==> src/rtl/mem_arb_pkg.sv <==
// Shared types for the memory port arbiter: FSM states, read-return tag, owner-width helper.
package mem_arb_pkg;

    // Tag id is sized for the largest supported master count (8).
    localparam int OWNER_W = 3;

    typedef enum logic [0:0] {
        IDLE = 1'b0,
        OWN  = 1'b1
    } state_t;

    typedef struct packed {
        logic               vld;
        logic [OWNER_W-1:0] id;
    } tag_t;

    function automatic int owner_w(input int n);
        return (n <= 2) ? 1 : $clog2(n);
    endfunction

endpackage

==> src/rtl/mem_port_arbiter_rr_pick.sv <==
// Rotating-priority picker: first requester strictly above 'last', wrapping to the lowest index.
module rr_pick #(
    parameter int N = 2,
    parameter int W = 1
) (
    input  logic [N-1:0] req,
    input  logic [W-1:0] last,
    output logic [W-1:0] idx,
    output logic         found
);

    logic [N-1:0] above;
    logic [N-1:0] cand;

    always_comb begin
        above = '0;
        for (int j = 0; j < N; j++) begin
            above[j] = req[j] && (W'(j) > last);
        end
        // Nobody above the last owner: wrap and take the lowest requester.
        cand = (above != '0) ? above : req;
        idx  = '0;
        for (int j = N - 1; j >= 0; j--) begin
            if (cand[j]) begin
                idx = W'(j);
            end
        end
        found = (req != '0);
    end

endmodule

==> src/rtl/mem_port_arbiter.sv <==
// N-master round-robin arbiter in front of a single memory port, with bounded bursts
// and an ID tag pipeline that routes read data back to the issuing master.
module mem_port_arbiter
    import mem_arb_pkg::*;
#(
    parameter  int N_MASTERS  = 2,
    parameter  int ADDR_W     = 32,
    parameter  int DATA_W     = 32,
    parameter  int MAX_BURST  = 16,
    parameter  int RD_LATENCY = 1,
    localparam int OW         = owner_w(N_MASTERS)
) (
    input  logic                          HCLK,
    input  logic                          HRESET,
    input  logic [N_MASTERS-1:0]          m_req,
    input  logic [N_MASTERS-1:0]          m_write,
    input  logic [N_MASTERS*ADDR_W-1:0]   m_addr,
    input  logic [N_MASTERS*DATA_W-1:0]   m_wdata,
    input  logic [N_MASTERS-1:0]          m_last,
    output logic [N_MASTERS-1:0]          m_gnt,
    output logic [N_MASTERS-1:0]          m_rvalid,
    output logic [DATA_W-1:0]             m_rdata,
    output logic [ADDR_W-1:0]             mem_READ_addr,
    output logic                          mem_read_flag,
    output logic [ADDR_W-1:0]             mem_WRITE_addr,
    output logic                          mem_write_flag,
    output logic [DATA_W-1:0]             mem_HWDATA,
    input  logic [DATA_W-1:0]             mem_HRDATA,
    output logic [OW-1:0]                 o_owner,
    output logic                          o_busy
);

    localparam int CNT_W = $clog2(MAX_BURST + 1);

    state_t            state, state_d;
    logic [OW-1:0]     owner, owner_d;
    logic [OW-1:0]     last_owner, last_owner_d;
    logic [CNT_W-1:0]  beat_cnt, cnt_d;

    logic [OW-1:0]     pick_idx;
    logic              pick_found;

    logic              own_req;
    logic              own_write;
    logic              own_last;
    logic [ADDR_W-1:0] own_addr;
    logic [DATA_W-1:0] own_wdata;

    logic              accept;
    logic              burst_full;

    tag_t              tag_pipe [RD_LATENCY+1];
    tag_t              tag_out;

    rr_pick #(
        .N (N_MASTERS),
        .W (OW)
    ) u_pick (
        .req   (m_req),
        .last  (last_owner),
        .idx   (pick_idx),
        .found (pick_found)
    );

    // Route the registered owner's beat fields onto a single set of signals.
    always_comb begin
        own_req   = 1'b0;
        own_write = 1'b0;
        own_last  = 1'b0;
        own_addr  = '0;
        own_wdata = '0;
        for (int i = 0; i < N_MASTERS; i++) begin
            if (owner == OW'(i)) begin
                own_req   = m_req[i];
                own_write = m_write[i];
                own_last  = m_last[i];
                own_addr  = m_addr[i*ADDR_W +: ADDR_W];
                own_wdata = m_wdata[i*DATA_W +: DATA_W];
            end
        end
    end

    assign accept     = (state == OWN) && own_req;
    assign burst_full = (beat_cnt == CNT_W'(MAX_BURST - 1));

    always_comb begin
        m_gnt = '0;
        for (int i = 0; i < N_MASTERS; i++) begin
            m_gnt[i] = (state == OWN) && (owner == OW'(i)) && m_req[i];
        end
    end

    always_comb begin
        state_d      = state;
        owner_d      = owner;
        last_owner_d = last_owner;
        cnt_d        = beat_cnt;
        case (state)
            IDLE: begin
                if (pick_found) begin
                    state_d = OWN;
                    owner_d = pick_idx;
                    cnt_d   = '0;
                end
            end
            OWN: begin
                if (accept && (beat_cnt != CNT_W'(MAX_BURST))) begin
                    cnt_d = beat_cnt + 1'b1;
                end
                // In OWN, own_req high means the beat is accepted this cycle.
                if (!own_req || own_last || burst_full) begin
                    state_d      = IDLE;
                    last_owner_d = owner;
                end
            end
            default: state_d = IDLE;
        endcase
    end

    always_ff @(posedge HCLK or posedge HRESET) begin
        if (HRESET) begin
            state      <= IDLE;
            owner      <= '0;
            last_owner <= OW'(N_MASTERS - 1);
            beat_cnt   <= '0;
        end else begin
            state      <= state_d;
            owner      <= owner_d;
            last_owner <= last_owner_d;
            beat_cnt   <= cnt_d;
        end
    end

    always_ff @(posedge HCLK or posedge HRESET) begin
        if (HRESET) begin
            mem_read_flag  <= 1'b0;
            mem_write_flag <= 1'b0;
            mem_READ_addr  <= '0;
            mem_WRITE_addr <= '0;
            mem_HWDATA     <= '0;
        end else begin
            mem_read_flag  <= accept && !own_write;
            mem_write_flag <= accept && own_write;
            if (accept && own_write) begin
                mem_WRITE_addr <= own_addr;
                mem_HWDATA     <= own_wdata;
            end
            if (accept && !own_write) begin
                mem_READ_addr <= own_addr;
            end
        end
    end

    // Stage 0 lines up with mem_read_flag; the extra stage covers the m_rdata register.
    always_ff @(posedge HCLK or posedge HRESET) begin
        if (HRESET) begin
            for (int s = 0; s <= RD_LATENCY; s++) begin
                tag_pipe[s] <= '0;
            end
        end else begin
            tag_pipe[0] <= '{vld: accept && !own_write, id: OWNER_W'(owner)};
            for (int s = 1; s <= RD_LATENCY; s++) begin
                tag_pipe[s] <= tag_pipe[s-1];
            end
        end
    end

    assign tag_out = tag_pipe[RD_LATENCY];

    always_ff @(posedge HCLK or posedge HRESET) begin
        if (HRESET) begin
            m_rvalid <= '0;
            m_rdata  <= '0;
        end else begin
            for (int i = 0; i < N_MASTERS; i++) begin
                m_rvalid[i] <= tag_out.vld && (tag_out.id == OWNER_W'(i));
            end
            if (tag_out.vld) begin
                m_rdata <= mem_HRDATA;
            end
        end
    end

    assign o_owner = owner;
    assign o_busy  = (state == OWN);

endmodule

==> config.mk <==
export PLATFORM = sky130hd
export DESIGN_NAME = mem_port_arbiter
export DESIGN_NICKNAME = d
export VERILOG_FILES = /design/src/rtl/mem_arb_pkg.sv /design/src/rtl/mem_port_arbiter_rr_pick.sv /design/src/rtl/mem_port_arbiter.sv
export SDC_FILE = /design/constraint.sdc
export NUM_CORES = 1
export LEC_CHECK = 0
export BUFFER_PORTS_ARGS = -buffer_cell sky130_fd_sc_hd__buf_2
export CORE_AREA = 2 2 119 121
export DETAILED_ROUTE_END_ITERATION = 12
export DIE_AREA = 0 0 121 123
export GPL_TIMING_DRIVEN = 0
export PLACE_DENSITY = 0.8
export SLEW_MARGIN = 5
export SYNTH_ARGS = -nofsm -noshare
export SYNTH_HDL_FRONTEND = slang
export SYNTH_HIERARCHICAL = 1
export SYNTH_SLANG_ARGS = --single-unit
export TNS_END_PERCENT = 10
==> constraint.sdc <==
create_clock -name HCLK -period 8.05 [get_ports HCLK]
set_input_delay 1.61 -clock HCLK [delete_from_list [all_inputs] [get_ports HCLK]]
set_output_delay 1.61 -clock HCLK [all_outputs]
set_load 0.02 [all_outputs]
### Word level (Yosys, flattened, before mapping)

Index checks and enable logic that the tools add are counted.

* muxes and demuxes: 14
* reductions and logical operators: 22
* equal/unequal tests: 4
* bitwise operators: 2
* magnitude comparators: 2
* $add $sub $neg: 1

Operator list (number)
* 32-bit 2-to-1 mux: 2
* 1-bit logical AND: 12
* 5-bit 2-to-1 mux: 2
* 5-bit case mux with 2 select lines: 1
* 1-bit 2-to-1 mux: 7
* 2-bit AND reduction: 3
* 5-bit by 1-bit adder with 5-bit output, second input constant: 1
* 5-bit by 4-bit equality test with 1-bit output, second input constant: 1
* 5-bit inequality test, second input constant: 1
* 2-bit nonzero test: 2
* 3-bit logical NOT: 1
* 1-bit greater-than comparator, first input constant: 2
* 1-bit logical NOT: 2
* 1-bit logical OR: 2
* 2-bit 2-to-1 mux: 1
* 2-bit by 1-bit inequality test with 1-bit output, second input constant: 1
* 2-bit inequality test, second input constant: 1
* 1-bit NOT: 2
* 1-bit case mux with 2 select lines: 1

* word-level logic and storage cells: 59
* flip-flop bits (word level): 143
* bits of input ports: 168
* output and inout bits: 136

### Depth between registers and ports, before layout

Gate-level depths: netlist (run 1).

* depth after elaboration: 6
* gate-level depth with buffers: 6
* depth with buffers taken out: 6

### By module

The synthesis (run 1) kept the hierarchy.

By module, submodules not included
* mem_port_arbiter: cells an instance 412, seq. area each 3579.7 um^2, times used 1, area an instance 6252.2 um^2
* rr_pick: cells an instance 2, seq. area each 0.0 um^2, times used 1, area an instance 13.8 um^2

### Worst setup path after synthesis (run 1)

No wires, ideal clock.

* path type: input to output
* start point: input m_req[0]
* end point: output m_gnt[0]
* slack: 4.499 ns
* data arrival time: 1.941 ns
* buffers on the path: 0
* cell stages on the path: 2
* required time: 6.440 ns
* cell sequence: nand2_1 nor2_1

* word-level cells in the longest chain between the ends: 1

Ends and longest elaborated chain
* start: declaration: RTL line mem_port_arbiter.sv:15 `input logic [N_MASTERS-1:0] m_req,`
* 1-bit logical AND: RTL line mem_port_arbiter.sv:89 `m_gnt[i] = (state == OWN) && (owner == OW'(i)) && m_req[i];`
* end: declaration: RTL line mem_port_arbiter.sv:20 `output logic [N_MASTERS-1:0] m_gnt,`

Every way passes these cells.

### Final worst setup path (run 1)

* start point: input m_req[1]
* end point: output m_gnt[1]

Same word-level chain as after synthesis.

==> impl_metrics.yaml, run 1 <==
run_status:
  outcome: "completed"
routing:
  highest_layer: "met4"
  via_count: 4654
  drt_pass1_iterations: 4
  drt_iter0_drc: 157
  routed_via_density: 5.00
  totalWireLength_um: 16000
  avgRoutedWirePerCell_um: 17.2
  met3_length_um: 1310
  drc: 0
  met1_length_um: 5890
  ant_nets: 0
  wl_met2_um: 8530
worst_setup_path:
  startpoint: "m_req[1]"
  cp.required_ns: 6.44
  rrSetupSlack_ns: 5.90
  critPathLaunchType: "input pin"
  r2r_start: "o_owner"
  cp-end-kind: "primary output"
  critPathMaxFanout: 9
  rr_worst_depth: 4
  crit_type: "input pin to primary output"
  timing.critical_path.arrival_ns: 2.10
sta:
  max_freq_mhz: 270
  setup_tns_ns: 0
  hold_slack_ns: 0.350
  timing.final.crit_period_ns: 3.71
  finalCritPeriodShare: 0.461
  drv_slew: 0
  fin_skew_ns: 0.00724
  worst_pin_slew_ns: 0.662
  setup_violations: 0
  max_slew_margin: 0.558
  hold_viol: 0
  rsz0062_at_grt: "no"
min_path:
  whs_path_depth: 0
  hold_class: "register to register"
  min_from: "tag_pipe[4]"
clock_network:
  post_cts_resized: 0
  clk_path_buf_depth: 2
  clk_pin_slew_ns: 0.06
  htreeDepth: 4
  clk_latency_ns: 0.41
  cts_setup_buffers: 0
  cts_tree: "built"
  numCtsBuffers: 17
  cts-root-buf: "clkbuf_16"
  cts_sinks: 143
  ctsHoldBuffers: 0
synth:
  synth_nets: 585
  synth_most_common_cell: "mux2_2"
  avgSynthCellArea_sq_um: 15.1
  yosysUniqueCellTypes: 39
  synth.area.top_cells: "dfrtp_1 57%, mux2_2 35%, buf_2 0.96%"
  synthArstFlopShare: 1.00
  yosys.area.top_type: "dfrtp_1"
  synth_top_area_share: 0.567
  synth_edf_count: 0
  ys.flop_type: "dfrtp_1"
  ys_ff_latch: 143
  netlist_top_cells_count: "194 x mux2_2, 142 x dfrtp_1, 12 x buf_2"
  seq_area_frac_synth: 0.571
  syn_inst: 414
  ys.warnings.count: 6
  netlist_area_sq_um: 6270
cells_and_area:
  stdcell_count: 930
  area_growth_pct: 39.1
  drive_above_1_share: 0.732
  final_core_util: 0.640
  num-fill-cells: 1019
  nNetsFinal: 908
  diodes: 0
grt:
  grt_pass1_wl_um: 24000
  grt_remaining_overflow: 0
  grt_pass1_vias: 4893
  grt_max_degree: 74
  antenna_found_initial: 0
  track_usage: 0.213
power:
  power_frac_comb: 0.443
  p_int_uw: 2430
  swShare: 0.368
  pwr-share-clk: 0.230
  pwr-share-seq: 0.327
  total_power_uw: 3850
  p_sw_uw: 1410
  p_per_area_nw_per_um2: 442
  p_leak_uw: 0.00425
  peakVddDrop_mv: 0.220
die:
  die-area_sq_um: 14900
  core_sq_um: 13600
  start_util: 0.460
  fp.dieH_um: 123
  rows: 43
  die_x_um: 121
  io_pins: 304
place:
  gp_congestion: 0.794
  portBuffers: 303
  dp_hpwl_um: 12400
  place_inst: 898
flow_run:
  maxCapViolations: 0
[power groups by stage]
stage | sequential, uW | combinational [uW] | clock [uW]
after floorplan | 1680 | 706 | 0
after global placement | 1240 | 1670 | 0
after detailed placement | 1270 | 1720 | 0
after CTS | 1260 | 1730 | 902
after global routing | 1300 | 1810 | 936
final | 1260 | 1700 | 884
[cell families (layout without fill, tap and decap cells)]
| kind of cell | Yosys count | after routing | share of synthesized area |
|---|---|---|---|
| AO/OA/AOI/OAI | 16 | 16 | 0.0190 |
| adder cells (fa/ha/maj) | 3 | 3 | 0.00599 |
| buffers and inverters | 29 | 365 | 0.0244 |
| flip-flops | 143 | 143 | 0.571 |
| multiplexers | 196 | 196 | 0.352 |
| AND/OR/NAND/NOR | 27 | 27 | 0.0276 |
[placed cells by master (no fill, tap or decap), drive strengths merged, types with 2 or more instances in the layout]
master,instances
nand3,3
nand3b,3
clkinvlp,2
buf,320
o21ai,2
ha,3
nand2,3
clkinv,2
o211ai,2
a21o,2
clkbuf,30
inv,5
or3b,2
bufinv,6
or2,2
and3,3
a31oi,4
dfrtp,142
a21boi,3
nand4,2
nor2b,2
mux2,194
mux2i,2
[cell type report]
type	count	area [sq um]	area share
Buffer	24	134	0.0154
Clock buffer	22	464	0.0533
Clock inverter	10	209	0.0240
Inverter	5	23.8	0.00273
Multi-Input combinational cell	242	2530	0.291
Sequential cell	143	3580	0.411
Tap cell	180	225	0.0258
Timing Repair Buffer	304	1540	0.177
[flip-flops by register name, summed over array words and instances (netlist names)]
name and flops:
mem_WRITE_addr 32, last_owner 1, o_busy 1, beat_cnt 5, tag_out 2, o_owner 1, tag_pipe 2, mem_write_flag 1
m_rvalid 2, mem_READ_addr 32, m_rdata 32, mem_HWDATA 32
[path summary, 6_finish.rpt]
path / to
max: m_gnt[1]
min: tag_out[0]
max reg2reg: mem_WRITE_addr[11]
min reg2reg: tag_out[0]
max in group asynchronous: last_owner
min in group asynchronous: mem_HWDATA[22]
[routing by layer]
metal | vias to the layer above | GRT usage
met5 | - | 0
met4 | 0 | 0.0887
met3 | 29 | 0.0641
met2 | 231 | 0.393
met1 | 2258 | 0.224
li1 | 2136 | -
[worst max-delay path, stage by stage]
cell and delay [ns]:
buf_2 0.16, and3_1 0.16, buf_2 0.16
[through the flow]
stage / worst slack [ns] / cell area (sq um)
after floorplan: 2.60 / 6270
final: 4.34 / 8710
after CTS: 4.35 / 8710
after detailed placement: 4.35 / 8040
after global placement: 1.32 / 8010
after global routing: 4.30 / 8710
Power figures use the tool's default switching activity.
==> run 2, diff against run 1 <==
CORE_AREA = not set   (was 2 2 119 121)
CORE_ASPECT_RATIO = 1.75   (was not set)
CORE_MARGIN = 2   (was not set)
CORE_UTILIZATION = 46   (was not set)
DIE_AREA = not set   (was 0 0 121 123)
clock period = 3.85 ns   (was 8.05 ns; I/O delays follow)
==> impl_metrics.yaml, run 2 (synthesis results as in run 1) <==
run_status:
  outcome: "completed"
cells_and_area:
  nNetsFinal: 910
  final_common_cell: "buf_2"
  final_area_sq_um: 8650
  area_growth_pct: 38.1
  final_core_util: 0.647
  num-fill-cells: 1008
  drive_above_1_share: 0.737
  stdcell_count: 928
  final_cell_mix: "315 x buf_2, 194 x mux2_2, 142 x dfrtp_1"
power:
  swShare: 0.389
  pwr-share-clk: 0.207
  p_per_area_nw_per_um2: 902
  p_int_uw: 4770
  peakVddDrop_mv: 0.391
  p_leak_uw: 0.00421
  power_frac_comb: 0.456
  p_sw_uw: 3040
  pwr-share-seq: 0.337
routing:
  drc: 0
  totalWireLength_um: 16200
  ant_nets: 0
  drt_pass1_iterations: 4
  routed_via_density: 5.05
  avgRoutedWirePerCell_um: 17.4
  via_count: 4688
  drt_iter0_drc: 114
grt:
  grt_remaining_overflow: 0
  grt_pass1_wl_um: 24300
  track_usage: 0.216
  grt_max_degree: 44
  antenna_found_initial: 1
  grt_pass1_vias: 4818
flow_run:
  maxCapViolations: 0
place:
  portBuffers: 303
  dpl_cell_area_sq_um: 8060
  dp_hpwl_um: 12500
  gp_congestion: 0.843
  place_inst: 894
  dpl_worst_slack_ns: 1.44
die:
  io_pins: 304
  start_util: 0.468
  fp.dieH_um: 158
  die_x_um: 92.2
  core_sq_um: 13400
  rows: 56
  die-area_sq_um: 14600
sta:
  setup_tns_ns: 0
  timing.final.crit_period_ns: 2.52
  max_freq_mhz: 397
  setup_violations: 0
  drv_slew: 0
  hold_viol: 0
  max_slew_margin: 0.513
  rsz0062_at_grt: "no"
  fin_skew_ns: 0.0128
  worst_pin_slew_ns: 0.729
  finalCritPeriodShare: 0.654
  setup_slack_ns: 1.33
clock_network:
  ctsHoldBuffers: 0
  htreeDepth: 4
  cts_sinks: 143
  numCtsBuffers: 17
  post_cts_resized: 0
  cts_setup_buffers: 0
  clk_pin_slew_ns: 0.06
  cts-root-buf: "clkbuf_16"
  clk_path_buf_depth: 2
  clk_latency_ns: 0.41
  cts_tree: "built"
worst_setup_path:
  crit_type: "register to primary output"
  rr_worst_depth: 4
  timing.critical_path.arrival_ns: 1.75
  rrSetupSlack_ns: 1.76
  critPathLaunchType: "register"
  critPathMaxFanout: 10
  r2r_start: "o_owner"
  crit_slowest_cell: "dfrtp_1"
  cp-end-kind: "primary output"
  path_delay_family: "buffers and inverters"
  crit_top_cell: "buf_2"
  critPathBufInv: 3
  cp_slowest_stage_delay_ns: 0.42
  regToRegEndpoint: "mem_WRITE_addr[3]"
  cp.required_ns: 3.08
  path_cells: "buf_2 -> buf_2 -> and3_1 -> buf_2"
min_path:
  worstHoldEndpoint: "tag_out[0]"
  whs_path_depth: 0
  min_from: "tag_pipe[4]"
  hold_class: "register to register"
==> run 2: cell count changes in the layout (fill, tap and decap cells not counted), sizes merged <==
cell	previous run	this run
clkinvlp	2	6
buf	320	322
clkinv	2	0
diode	0	2
bufinv	6	1
clkbuf	30	26
inv	5	12
==> run 2: worst max path at each step <==
| stage | depth (start not counted) | from | to |
|---|---|---|---|
| detailed placement | 5 | m_req[0] | mem_READ_addr[21] |
| finish | 4 | o_owner | m_gnt[1] |
| floorplan | 1 | HRESET | beat_cnt[0] |
| CTS | 4 | o_owner | m_gnt[1] |
| global route | 4 | o_owner | m_gnt[1] |
| global placement | 2 | HRESET | m_rdata[26] |
==> run 2: through the flow <==
stage	hold WS, ns	power, uW
after floorplan	0.331	4990
after global placement	0.339	6090
after detailed placement	0.342	6250
after CTS	0.356	7890
after global routing	0.356	8230
final	0.355	7810
==> run 2: cell type report <==
type / count / area, sq um / share of cell area
antenna: 2 / 5.00 / 0.000578
clock inverter: 14 / 145 / 0.0168
tap: 174 / 218 / 0.0252
sequential: 143 / 3580 / 0.414
clock buffer: 18 / 439 / 0.0508
buffer: 24 / 134 / 0.0155
inverter: 5 / 22.5 / 0.00260
multi-input combinational: 242 / 2530 / 0.293
timing repair buffer: 306 / 1580 / 0.182
==> run 2: metal layers <==
layer / vias up / global-route usage / part of all wire
li1: 2146 / - / -
met1: 2288 / 0.231 / 0.36
met2: 221 / 0.398 / 0.55
met3: 33 / 0.0615 / 0.070
met4: 0 / 0.0874 / 0.027
met5: - / 0 / 0
==> run 2: power by group through the flow <==
stage,registers [uW],clock network [uW],logic (uW)
2_1_floorplan,3510,0,1480
3_3_place_gp,2610,0,3490
3_5_place_dp,2650,0,3600
4_1_cts,2630,1650,3610
5_1_grt,2720,1710,3800
6_report,2630,1620,3560
==> run 2: worst register-to-register path, stage by stage, from the launching register on <==
cell,delay [ns]
dfrtp_1,0.42
buf_2,0.29
clkbuf_1,0.56
mux2_2,0.43
mux2_2,0.27
==> run 3, diff against run 2 <==
CORE_UTILIZATION = 42   (was 46)
PLACE_DENSITY = 0.77   (was 0.8)
clock period = 2.3 ns   (was 3.85 ns; I/O delays follow)
==> impl_metrics.yaml, run 3 (synthesis results as in run 1) <==
run_status:
  outcome: "completed"
routing:
  via_count: 4652
  drc: 0
  routed_via_density: 4.98
  drt_iter0_drc: 91
  drt_pass1_iterations: 3
  avgRoutedWirePerCell_um: 17.2
  ant_nets: 0
  totalWireLength_um: 16000
cells_and_area:
  area_growth_pct: 38.0
  drive_above_1_share: 0.735
  final_common_cell: "buf_2"
  final_core_util: 0.586
  nNetsFinal: 909
  stdcell_count: 934
  final_cell_mix: "313 x buf_2, 194 x mux2_2, 142 x dfrtp_1"
  diodes: 0
grt:
  grt_pass1_vias: 4967
  antenna_found_initial: 0
  track_usage: 0.195
  grt_pass1_wl_um: 23800
  grt_max_degree: 44
  grt_remaining_overflow: 0
power:
  peakVddDrop_mv: 0.807
  p_sw_uw: 5070
  power_frac_comb: 0.456
  pwr-share-clk: 0.205
  pwr-share-seq: 0.339
  swShare: 0.389
  total_power_uw: 13000
  p_leak_uw: 0.00421
  p_int_uw: 7950
  p_per_area_nw_per_um2: 1510
clock_network:
  clk_latency_ns: 0.40
  numCtsBuffers: 17
  cts_setup_buffers: 0
  clk_path_buf_depth: 2
  cts_sinks: 143
  clk_pin_slew_ns: 0.06
  htreeDepth: 4
  cts_tree: "built"
  cts-root-buf: "clkbuf_16"
die:
  die_x_um: 96.3
  fp.dieH_um: 166
  rows: 59
  core_sq_um: 14800
  die-area_sq_um: 16000
  start_util: 0.424
  io_pins: 304
worst_setup_path:
  regToRegEndpoint: "mem_WRITE_addr[11]"
  timing.critical_path.arrival_ns: 2.41
  cp-end-kind: "register"
  critPathLaunchType: "register"
  r2r_start: "o_owner"
  rrSetupSlack_ns: 0.17
  critPathBufInv: 2
  critPathMaxFanout: 19
  crit_slowest_cell: "clkbuf_1"
  path_cells: "clkbuf_4 -> clkbuf_1 -> mux2_2 -> mux2_2"
  cp.required_ns: 2.58
  path_delay_family: "buffers and inverters"
  crit_type: "register to register"
  rr_worst_depth: 4
  cp_slowest_stage_delay_ns: 0.52
  crit_top_cell: "mux2_2"
sta:
  setup_violations: 0
  max_slew_margin: 0.588
  finalCritPeriodShare: 0.926
  rsz0062_at_grt: "no"
  hold_viol: 0
  drv_slew: 0
  max_freq_mhz: 469
  fin_skew_ns: 0.00797
  timing.final.crit_period_ns: 2.13
  worst_pin_slew_ns: 0.618
  hold_slack_ns: 0.0971
flow_run:
  maxCapViolations: 0
place:
  portBuffers: 303
  dp_hpwl_um: 12600
  place_inst: 903
  gp_congestion: 0.782
min_path:
  hold_class: "input pin to asynchronous set/reset pin"
## run 3: repair_timing
| item | in CTS | in global routing |
|---|---|---|
| hold buffers | 0 | 0 |
| endpoints found under the setup margin | 0 | 1 |
| resized for setup | 0 | 1 |
## run 3: routing by layer
layer,up-vias,global-route usage,wire length [um]
li1,2135,-,-
met4,0,0.0839,395
met3,26,0.0386,979
met2,203,0.369,9140
met1,2288,0.203,5530
met5,-,0,0
## run 3: stage by stage
stage | setup WS, ns | TNS, ns | instance area, sq um
final | 0.169 | 0 | 8650
after global routing | 0.0441 | 0 | 8650
after CTS | 0.0364 | 0 | 8650
after detailed placement | 0.204 | 0 | 8080
after global placement | -0.668 | -93.27 | 8020
after floorplan | 0.0498 | 0 | 6270
## run 3: worst max-delay path by stage
| stage | endpoint | start | slack, ns | cells after the start |
|---|---|---|---|---|
| 2_1_floorplan | beat_cnt[0] | HRESET | 0.05 | 1 |
| 3_3_place_gp | m_rdata[25] | HRESET | -0.67 | 2 |
| 3_5_place_dp | mem_READ_addr[21] | m_req[0] | 0.20 | 5 |
| 4_1_cts | m_gnt[1] | o_owner | 0.04 | 4 |
| 5_1_grt | mem_WRITE_addr[11] | o_owner | 0.04 | 4 |
| 6_report | mem_WRITE_addr[11] | o_owner | 0.17 | 4 |
## run 3: layout make-up
| class | instances | area [sq um] |
|---|---|---|
| buffer | 23 | 131 |
| clock buffer | 18 | 429 |
| clock inverter | 14 | 146 |
| fill | 1242 | 6120 |
| inverter | 5 | 22.5 |
| multi-input combinational | 242 | 2530 |
| sequential | 143 | 3580 |
| tap | 183 | 229 |
| timing repair buffer | 306 | 1580 |
## run 3: power by group through the flow
| stage | Clock (uW) | Sequential, uW | Combinational, uW |
|---|---|---|---|
| floorplan | 0 | 5880 | 2470 |
| global placement | 0 | 4370 | 5820 |
| detailed placement | 0 | 4450 | 6020 |
| CTS | 2730 | 4420 | 6030 |
| global route | 2850 | 4580 | 6350 |
| finish | 2670 | 4420 | 5930 |
